## config.mk

```make
export PLATFORM = sky130hd
export DESIGN_NAME = tcs3200_emulator
export DESIGN_NICKNAME = d
export VERILOG_FILES = /design/src/rtl/tcs3200_emulator.sv
export SDC_FILE = /design/constraint.sdc
export NUM_CORES = 1
export LEC_CHECK = 0
export CAP_MARGIN = 30
export CORE_MARGIN = 2
export CORE_UTILIZATION = 52
export CTS_CLUSTER_DIAMETER = 80
export DETAILED_ROUTE_END_ITERATION = 10
export PLACE_DENSITY_LB_ADDON = 0.05
export SLEW_MARGIN = 20
export SYNTH_ARGS = -nofsm -noshare
export SYNTH_HDL_FRONTEND = slang
export SYNTH_SLANG_ARGS = --single-unit
export TNS_END_PERCENT = 20
```

## constraint.sdc

```tcl
create_clock -name clk -period 6.29 [get_ports clk]
set_input_delay 1.887 -clock clk [delete_from_list [all_inputs] [get_ports clk]]
set_output_delay 1.887 -clock clk [all_outputs]
set_load 0.005 [all_outputs]
```

## src/rtl/tcs3200_emulator.sv

```systemverilog
// TCS3200 colour-sensor stand-in: selected filter half-period scaled by S0/S1 drives a 50 % square wave on sensor_out.
// Latency: select pins seen 2 clocks later, OUT held low SETTLE_CYCLES clocks, then toggles every scaled half-period.
// No backpressure; outputs free-run. Define TCS_JITTER_EN to add +/-1 clock LFSR jitter per half-period.
module tcs3200_emulator #(
  parameter int SETTLE_CYCLES = 1000,
  parameter int HP_W          = 16
) (
  input  logic            clk,
  input  logic            rst,
  input  logic            s0,
  input  logic            s1,
  input  logic            s2,
  input  logic            s3,
  input  logic [HP_W-1:0] red_hp,
  input  logic [HP_W-1:0] green_hp,
  input  logic [HP_W-1:0] blue_hp,
  input  logic [HP_W-1:0] clear_hp,
  output logic            sensor_out,
  output logic            active,
  output logic [15:0]     edge_cnt
);
  localparam int SW   = HP_W + 6;
  localparam int ST_W = (SETTLE_CYCLES > 1) ? $clog2(SETTLE_CYCLES) : 1;

  typedef enum logic [1:0] {
    ST_OFF    = 2'd0,
    ST_SETTLE = 2'd1,
    ST_RUN    = 2'd2
  } state_t;

  state_t          state_q, state_d;
  logic [3:0]      sel_q, sel_d, sel_qq, sel_qq_d;
  logic [ST_W-1:0] settle_q, settle_d;
  logic [SW-1:0]   hp_cnt_q, hp_cnt_d;
  logic            out_q, out_d;
  logic [15:0]     edge_cnt_q, edge_cnt_d;
  logic [HP_W-1:0] hp_sel;
  logic [SW-1:0]   scaled_hp, load_val;
  logic            sel_chg, hp_ok, reload;

  always_comb begin
    sel_d    = {s0, s1, s2, s3};
    sel_qq_d = sel_q;
    sel_chg  = (sel_q != sel_qq);
    case (sel_q[1:0])
      2'b00:   hp_sel = red_hp;
      2'b01:   hp_sel = blue_hp;
      2'b10:   hp_sel = clear_hp;
      default: hp_sel = green_hp;
    endcase
    case (sel_q[3:2])
      2'b11:   scaled_hp = SW'(hp_sel);
      2'b10:   scaled_hp = SW'(hp_sel) * SW'(5);
      2'b01:   scaled_hp = SW'(hp_sel) * SW'(50);
      default: scaled_hp = '0;
    endcase
    hp_ok = (sel_q[3:2] != 2'b00) && (hp_sel != '0);
  end

`ifdef TCS_JITTER_EN
  logic [15:0]   lfsr_q, lfsr_d;
  logic [SW-1:0] base_val;

  // LFSR[1:0]: 00 shortens, 11 lengthens, otherwise exact; never below a 1-clock half-period
  always_comb begin
    base_val = scaled_hp - SW'(1);
    lfsr_d   = lfsr_q;
    case (lfsr_q[1:0])
      2'b00:   load_val = (base_val == '0) ? '0 : base_val - SW'(1);
      2'b11:   load_val = scaled_hp;
      default: load_val = base_val;
    endcase
    if (reload) begin
      lfsr_d = {lfsr_q[14:0], lfsr_q[15] ^ lfsr_q[13] ^ lfsr_q[12] ^ lfsr_q[10]};
    end
  end

  always_ff @(posedge clk) begin
    if (!rst) lfsr_q <= 16'hACE1;
    else      lfsr_q <= lfsr_d;
  end
`else
  always_comb load_val = scaled_hp - SW'(1);
`endif

  always_comb begin
    state_d  = state_q;
    settle_d = settle_q;
    hp_cnt_d = hp_cnt_q;
    out_d    = out_q;
    reload   = 1'b0;
    if (sel_chg) begin
      state_d  = ST_SETTLE;
      settle_d = '0;
      out_d    = 1'b0;
    end else if (state_q != ST_OFF && !hp_ok) begin
      state_d  = ST_OFF;
      settle_d = '0;
      hp_cnt_d = '0;
      out_d    = 1'b0;
    end else begin
      case (state_q)
        ST_OFF: begin
          settle_d = '0;
          hp_cnt_d = '0;
          out_d    = 1'b0;
          if (hp_ok) state_d = ST_SETTLE;
        end
        ST_SETTLE: begin
          if (settle_q == ST_W'(SETTLE_CYCLES - 1)) begin
            state_d  = ST_RUN;
            out_d    = 1'b1;
            hp_cnt_d = load_val;
            reload   = 1'b1;
          end else begin
            settle_d = settle_q + ST_W'(1);
          end
        end
        ST_RUN: begin
          if (hp_cnt_q == '0) begin
            out_d    = ~out_q;
            hp_cnt_d = load_val;
            reload   = 1'b1;
          end else begin
            hp_cnt_d = hp_cnt_q - SW'(1);
          end
        end
        default: state_d = ST_OFF;
      endcase
    end
    edge_cnt_d = edge_cnt_q;
    if (sel_chg)             edge_cnt_d = '0;
    else if (out_d && !out_q) edge_cnt_d = edge_cnt_q + 16'd1;
  end

  always_ff @(posedge clk) begin
    if (!rst) begin
      state_q    <= ST_OFF;
      sel_q      <= '0;
      sel_qq     <= '0;
      settle_q   <= '0;
      hp_cnt_q   <= '0;
      out_q      <= 1'b0;
      edge_cnt_q <= '0;
    end else begin
      state_q    <= state_d;
      sel_q      <= sel_d;
      sel_qq     <= sel_qq_d;
      settle_q   <= settle_d;
      hp_cnt_q   <= hp_cnt_d;
      out_q      <= out_d;
      edge_cnt_q <= edge_cnt_d;
    end
  end

  assign sensor_out = out_q;
  assign active     = (state_q == ST_RUN);
  assign edge_cnt   = edge_cnt_q;
endmodule
```

# Word-level counts from Yosys, hierarchy flattened
# Index checks and enable logic that the tools add are counted.
# word_totals
reg_bits	59
inputBits	70
output_inout_bits	18
elab_cells	71
# classes
add_sub_neg	4
n_mul	2
n_eq_ne	16
mux	18
bitwise	4
reduce_logical	19
# ops
cell	count
case mux 22 bit (3 select lines)	2
two-way mux 22 bit	3
case mux 16 bit (3 select lines)	1
subtractor 22 x 1 -> 22 bit, second input constant	2
logical NOT 22 bit	1
multiplier 16 x 5 -> 21 bit, second input constant	1
case mux 10 bit (2 select lines)	1
multiplier 16 x 3 -> 19 bit, second input constant	1
adder 16 x 1 -> 16 bit, second input constant	1
nonzero test 16 bit	1
adder 10 x 1 -> 10 bit, second input constant	1
== test 10 bit, second input constant	1
two-way mux 10 bit	1
AND reduction 3 bit	3
== test 2 bit, second input constant	4
inequality test 4 bit, second input constant	2
== test 2 x 1 -> 1 bit, second input constant	3
two-way mux 1 bit	6
inequality test 2 bit, second input constant	3
case mux 2 bit (3 select lines)	1
nonzero test 2 bit	3
logical NOT 2 bit	2
two-way mux 2 bit	2
inequality test 4 bit	1
10 further kinds	16

# Logic depth before layout (Yosys ltp)
# Gate-level depths: netlist (run 1).
# depth
word_depth	9
mapped_depth	19
depth_no_buf	18

# Worst setup path after synthesis (run 1)
# Ideal clock, no wire load.
# synth_path
path_kind	input -> register
start	input port blue_hp[3]
end	register hp_cnt_q[21]
setup_time_ps	91
arrival_ps	6496
t_required_ps	6199
setup_slack_ps	-297
cell_stages	17
path_buffers	0
path_cell_list	mux2_2 o21a_1 ha_1 ha_1 inv_1 fa_1 inv_1 ha_1 nor2b_1 o21a_1 or3_1 a32o_1 nor4b_4 nand4_1 or4_4 or4_1 a311oi_1
# synth_between
elab_chain_cells	7
word_cells_on_any_way	16
classes_between	add/sub (1); mul (2); eq/ne (1); mux (6); reduce/logical (6)
# synth_lines
element	line_no	source
from (decl)	16	input logic [HP_W-1:0] blue_hp,
case mux 16 bit (3 select lines) *	45	case (sel_q[1:0])
multiplier 16 x 3 -> 19 bit, or another cell as far along	53	2'b10: scaled_hp = SW'(hp_sel) * SW'(5);
case mux 22 bit (3 select lines) or logical AND 1 bit (tied branches)	51, 57	
subtractor 22 x 1 -> 22 bit or logical NOT 1 bit (tied branches)	83, 96	
two-way mux 22 bit, or another cell as far along	120	if (hp_cnt_q == '0) begin
case mux 22 bit (3 select lines), or another cell as far along	102	case (state_q)
two-way mux 22 bit or AND reduction 3 bit (tied branches)	--	
to (signal assigned)	150	hp_cnt_q <= hp_cnt_d;
to (decl)	34	logic [SW-1:0] hp_cnt_q, hp_cnt_d;
# Mark *: on every way between the ends. The rest lies on a longest branch, timed or not. The select of a mux whose other input is x is not followed.
# A chain may end at the register's enable or synchronous reset.

# Worst setup path after layout (run 1)
# layout_path
start	input port green_hp[4]
end	register hp_cnt_q[21]
# layout_between
elab_chain_cells	7
word_cells_on_any_way	16
classes_between	add/sub (1); mul (2); eq/ne (1); mux (6); reduce/logical (6)
# layout_lines
element	line_no	source
from (decl)	15	input logic [HP_W-1:0] green_hp,
case mux 16 bit (3 select lines) *	45	
multiplier 16 x 3 -> 19 bit, or another cell as far along	53	
case mux 22 bit (3 select lines) or logical AND 1 bit (tied branches)	51, 57	
subtractor 22 x 1 -> 22 bit or logical NOT 1 bit (tied branches)	83, 96	
two-way mux 22 bit, or another cell as far along	120	
case mux 22 bit (3 select lines), or another cell as far along	102	
two-way mux 22 bit or AND reduction 3 bit (tied branches)	--	
# Marked as above.

==> flow_summary.yaml, run 1 <==
yosys:
  postSynthCellCount: 899
  synth_top_family_by_area: "simple AND/OR/NAND/NOR gates"
  synth_compound_gate_area_share: 0.224
  ys_types: 74
  yosys.area_share.simple: 0.228
  synth-warning-count: 0
  ys_ff_latch: 59
  syn_area_per_cell_um2: 7.87
  synthAdderAreaFrac: 0.205
  synthArstFlopShare: 0
  synth_top_flop_cell: "dfxtp_1"
  synth_largest_area_cell: "ha_1"
  syn-num-nets: 1078
  synth_top_area_frac: 0.172
  synth-xor-area-share: 0.0644
  synth.area.top_cells: "ha_1 (17%), dfxtp_1 (17%), nor2_1 (5.0%)"
  netlist_area_mm2: 0.00708
  ys_seq_area_frac: 0.167
  muxShareOfSynthArea: 0.0640
  synth_edf_count: 0
clock_network:
  root_buffer: "clkbuf_16"
  clkLatencyLatePin_ns: 0.33
  cts_tree: "yes"
  clockBufferDepth: 2
  h-tree-depth: 3
  cts_num_sinks: 59
  cts_buffers: 9
  clk_pin_slew_ns: 0.05
setup_path:
  cp_slowest_cell: "mux4_2"
  cp_data_required_time_ns: 6.52
  cp_num_buf_inv: 2
  end_kind: "register"
  worstPathCellList: "clkdlybuf4s15_1, mux4_2, ha_4, ha_4, fa_1, ha_4, buf_4, or3_1, a32o_2, nor4b_4, nand4_1, or4_4, or4_4, a311oi_2"
  crit_arrival_ns: 6.46
  worstSetupStartpointType: "primary input"
  slowest_delay_ns: 0.58
  crit_type: "primary input to register"
  crit_family: "simple AND/OR/NAND/NOR gates"
  cpMostUsedCell: "ha_4"
  cp_max_fo: 5
routing:
  drt-pass1-iter-count: 5
  avgViaCountPerCell: 6.19
  vias: 7978
  wl_per_cell_um: 18.1
  ant_nets: 0
  drcViolationCount: 0
  wirelength_mm: 23.3
  drtIter0Drc: 644
power:
  vdd_drop_max_uv: 195
  leakage_nw: 4.22
  power.density_mw_per_mm2: 276
global_routing:
  grt_pass1_wl_mm: 36.8
  grt_max_degree: 22
  grt_overflow: 0
  grt_pass1_vias: 8024
  antenna_found_initial: 0
  grtUsageTotal: 0.310
timing:
  period_share: 0.990
  final.setup.tns_ns: 0
  period_needed_ns: 6.23
  finalSetupViolCount: 0
  slew_violations: 0
  hold_viol: 0
  timing.final.ws_setup_ns: 0.0599
  worst_clock_skew_ns: 0.00426
  slew_headroom: 0.303
  worstMarginPinSlew_ns: 1.04
  whs_ns: 0.507
  fmax_mhz: 161
floorplanning:
  die_area_mm2: 0.0146
  core_area_mm2: 0.0132
  start_util: 0.534
  ios: 88
  die_x_um: 121
  chipHeight_um: 121
  rows: 42
place:
  pre_cts_slack_ns: -0.506
  dp.cells: 1226
  io_buffer_count: 87
  dp_hpwl_mm: 16.3
  gp_congestion: 0.947
finish:
  final_cells: 1289
  n_antenna_cell: 0
  drive_above_1_share: 0.241
  nets: 1287
  final_util: 0.746
  syn_to_final_growth_pct: 39.6
worst_hold_path:
  holdCritPathClass: "register to register"
status:
  status: "completed"
run:
  maxCapViolations: 0
## layout by cell type, fill, tap and decap left out, drive strengths merged, types with 14 or more instances in the layout
cell and count:
a21oi 68, nor3 18, and3 15, ha 97, xor2 25, nand4 19
inv 49, o21a 16, o21ai 51, nand3 18, nand2 76, and2 18
dfxtp 59, clkdlybuf4s50 51, buf 147, nor2 94, clkbuf 22, dlygate4sd2 14
xnor2 27
## power breakdown
part / internal [mW] / total [mW] / switching, mW
Sequential: 0.379 / 0.391 / 0.0124
Clock: 0.286 / 0.456 / 0.170
Combinational: 0.951 / 1.88 / 0.925
## path summary, 6_finish.rpt
kind	start	end	slack (ns)	depth (start not counted)
worst min-delay path	edge_cnt[5]	edge_cnt[5]	0.51	2
worst max-delay path	green_hp[4]	hp_cnt_q[21]	0.06	14
worst max register to register	sel_q[0]	hp_cnt_q[21]	0.75	13
worst min register to register	edge_cnt[5]	edge_cnt[5]	0.51	2
## state kept, by name, summed over array words and instances (netlist names)
signal and count:
sel_qq 4, settle_q 10, sel_q 4, hp_cnt_q 22, sensor_out 1, state_q 2, edge_cnt 16
## logic make-up after synthesis
| family | count (synthesis) |
|---|---|
| flops | 59 |
| xor+xnor | 52 |
| mux | 28 |
| fa+ha+maj | 109 |
| compound gates | 242 |
| buf+inv | 86 |
| simple gates | 323 |
## layer usage
| layer | vias up | routed length [um] | track usage |
|---|---|---|---|
| met3 | 101 | 1330 | 0.0420 |
| li1 | 3723 | - | - |
| met4 | 0 | 1160 | 0.170 |
| met2 | 378 | 12000 | 0.575 |
| met1 | 3776 | 8810 | 0.338 |
| met5 | - | 0 | 0 |
## worst reg2reg max path: stages, from the launching register on
cell      delay, ns
dfxtp_1        0.92
mux4_2         0.72
ha_4           0.33
ha_4           0.19
fa_1           0.54
ha_4           0.22
buf_4          0.15
or3_1          0.37
a32o_2         0.28
nor4b_4        0.30
nand4_1        0.15
or4_4          0.54
or4_4          0.52
a311oi_2       0.20
## final cells by class
cell class	instances	area, um^2
Multi-Input combinational cell	754	6060
Fill cell	992	3370
Timing Repair Buffer	234	1940
Sequential cell	59	1180
Clock buffer	12	256
Tap cell	176	220
Inverter	50	188
Clock inverter	4	25.0
## through the flow
step           power, mW  area (um^2)
2_1_floorplan       1.38         7180
3_3_place_gp        1.90         8860
3_5_place_dp        1.95         8870
4_1_cts             2.57         9690
5_1_grt             2.90         9880
6_report            2.72         9880
## timing repair
action / 4_1_cts / 5_1_grt
hold buffers: 0 / 0
setup buffers: 39 / 10
hold endpoints to repair: 0 / 0
endpoints found under the setup margin: 3 / 10
gates cloned: 0 / 0
pin swaps: 40 / 44
gates resized for setup: 75 / 56
## cells in the mapped netlist (3+ instances only)
master / instances
nand4_1: 19
nor3b_1: 4
nand3_1: 18
ha_1: 97
a21oi_1: 68
o41ai_1: 4
nor2b_1: 10
a21o_1: 9
xnor2_1: 27
or3_1: 8
o22ai_1: 7
o21a_1: 16
xor2_1: 25
o221a_2: 3
a211oi_1: 8
and2_1: 18
a21boi_0: 3
or4_1: 6
clkbuf_1: 31
o221ai_1: 3
a311oi_1: 3
nor3_1: 18
mux4_2: 12
o31ai_1: 6
nand2_1: 76
o211ai_1: 5
a31oi_1: 10
a32oi_1: 3
mux2_2: 5
o21ai_0: 50
nor4_1: 13
inv_1: 49
mux2i_1: 10
dfxtp_1: 59
nor4b_1: 3
and3_1: 15
a221oi_1: 3
a22oi_1: 8
nor2_1: 94
a211o_1: 4
fa_1: 12
o21bai_1: 4
nand2b_1: 12
(Power assumes the default switching activity.)
==> run 2, diff against run 1 <==
SLEW_MARGIN = default   (was 20)
==> run 2 against run 1 <==
- critical path depth did not move
- maximum frequency hardly changed
- clock power is essentially flat
- combinational power is essentially flat
- clock skew down 0.0010 ns
- global-route usage unchanged
- first-iteration DRC count is 6.8% higher
- critical endpoint unchanged
- largest power group unchanged
==> flow_summary.yaml, run 2 (synthesized netlist as in run 1, its figures left out) <==
place:
  pre_cts_slack_ns: -0.506
  gp_congestion: 0.947
  dp_hpwl_mm: 16.3
  io_buffer_count: 87
timing:
  finalSetupViolCount: 0
  period_needed_ns: 6.23
  slew_violations: 0
  slew_headroom: 0.296
  fmax_mhz: 161
  worstMarginPinSlew_ns: 1.05
  hold_viol: 0
  timing.final.ws_setup_ns: 0.0622
  worst_clock_skew_ns: 0.00322
  whs_ns: 0.507
  period_share: 0.990
setup_path:
  worstPathCellList: "clkdlybuf4s15_1, mux4_2, ha_4, ha_4, fa_1, ha_4, buf_4, or3_1, a32o_2, nor4b_4, nand4_1, or4_4, or4_4, a311oi_2"
  slowest_delay_ns: 0.58
  cp_num_buf_inv: 2
  crit_arrival_ns: 6.46
  crit_type: "primary input to register"
  cp_data_required_time_ns: 6.52
  crit_family: "simple AND/OR/NAND/NOR gates"
  cp_slowest_cell: "mux4_2"
  cpMostUsedCell: "ha_4"
  end_kind: "register"
  r2r-start: "sel_q[0]"
  cp_max_fo: 5
  worstSetupStartpointType: "primary input"
  crit_path_start: "green_hp[4]"
routing:
  wl_per_cell_um: 18.0
  wirelength_mm: 23.2
  ant_nets: 0
  avgViaCountPerCell: 6.17
  vias: 7964
  drcViolationCount: 0
  drtIter0Drc: 688
  drt-pass1-iter-count: 6
finish:
  layout_commonest_cell: "buf_4"
  drive_above_1_share: 0.241
  top_register: "hp_cnt_q"
  num-fill-cells: 994
  nets: 1288
  layout_common_cells: "buf_4 (144), nor2_1 (92), nand2_1 (76), ha_1 (73), a21oi_1 (62)"
  syn_to_final_growth_pct: 39.5
  largest_reg_flops: 22
  n_antenna_cell: 0
clock_network:
  h-tree-depth: 3
  clkLatencyLatePin_ns: 0.33
  cts_num_sinks: 59
  cts_tree: "yes"
  clockBufferDepth: 2
  cts_buffers: 9
  clk_pin_slew_ns: 0.05
  root_buffer: "clkbuf_16"
floorplanning:
  start_util: 0.534
  rows: 42
  die_area_mm2: 0.0146
  die_x_um: 121
  chipHeight_um: 121
  core_area_mm2: 0.0132
  ios: 88
global_routing:
  antenna_found_initial: 0
  grt_pass1_vias: 8024
  grtUsageTotal: 0.310
  grt_pass1_wl_mm: 36.8
  grt_overflow: 0
  grt_max_degree: 22
worst_hold_path:
  hp-start: "edge_cnt[5]"
  holdCritPathClass: "register to register"
run:
  maxCapViolations: 0
power:
  power.density_mw_per_mm2: 275
  leakage_nw: 4.22
  vdd_drop_max_uv: 195
status:
  status: "completed"
-- run 2: cell types whose count changed in the layout (fill, tap and decap cells not counted) --
cell and change:
o41ai_1 +1, o41ai_2 -1, clkbuf_2 +1
-- run 2: timing repair --
item	CTS	global route
hold buffers	0	0
gates resized for setup	75	56
setup endpoints to repair	3	10
pin swaps	40	44
buffers inserted	39	10
-- run 2: worst paths after layout --
kind | end | slack, ns | cells after the start
hold / removal | edge_cnt[5] | 0.51 | 2
setup reg to reg | hp_cnt_q[21] | 0.75 | 13
hold reg to reg | edge_cnt[5] | 0.51 | 2
setup / recovery | hp_cnt_q[21] | 0.06 | 14
-- run 2: metal layers --
layer	global-route usage	up-vias	wire length (um)
met2	0.575	357	12000
met1	0.338	3781	8840
met4	0.170	0	1100
li1	-	3721	-
met5	0	-	0
met3	0.0420	105	1310
-- run 2: through the flow --
step / power [mW] / cell area (um^2) / instances / util / TNS, ns
after global placement: 1.90 / 8860 / 1225 / 0.669 / -1.79
after global routing: 2.90 / 9870 / 1290 / 0.746 / -0.118
after CTS: 2.57 / 9690 / 1281 / 0.732 / 0
final: 2.72 / 9870 / 1290 / 0.746 / 0
after detailed placement: 1.95 / 8870 / 1226 / 0.670 / -2.28
after floorplan: 1.38 / 7180 / 899 / - / 0
-- run 2: power breakdown --
group	switching [mW]	internal (mW)
combinational	0.924	0.951
clock	0.168	0.286
sequential	0.0124	0.379
total	1.10	1.62
-- run 2: area by class of cell --
cell class                      instances  area (um^2)  share of cell area
Clock buffer                           12          256              0.0260
Clock inverter                          4         25.0             0.00253
Inverter                               50          188              0.0190
Multi-Input combinational cell        754         6060               0.613
Sequential cell                        59         1180               0.120
Tap cell                              176          220              0.0223
Timing Repair Buffer                  235         1950               0.197
-- run 2: worst min-delay path, stage by stage (launching register included) --
cell,delay (ns)
dfxtp_1,0.32
o21ai_0,0.07
a21oi_1,0.06
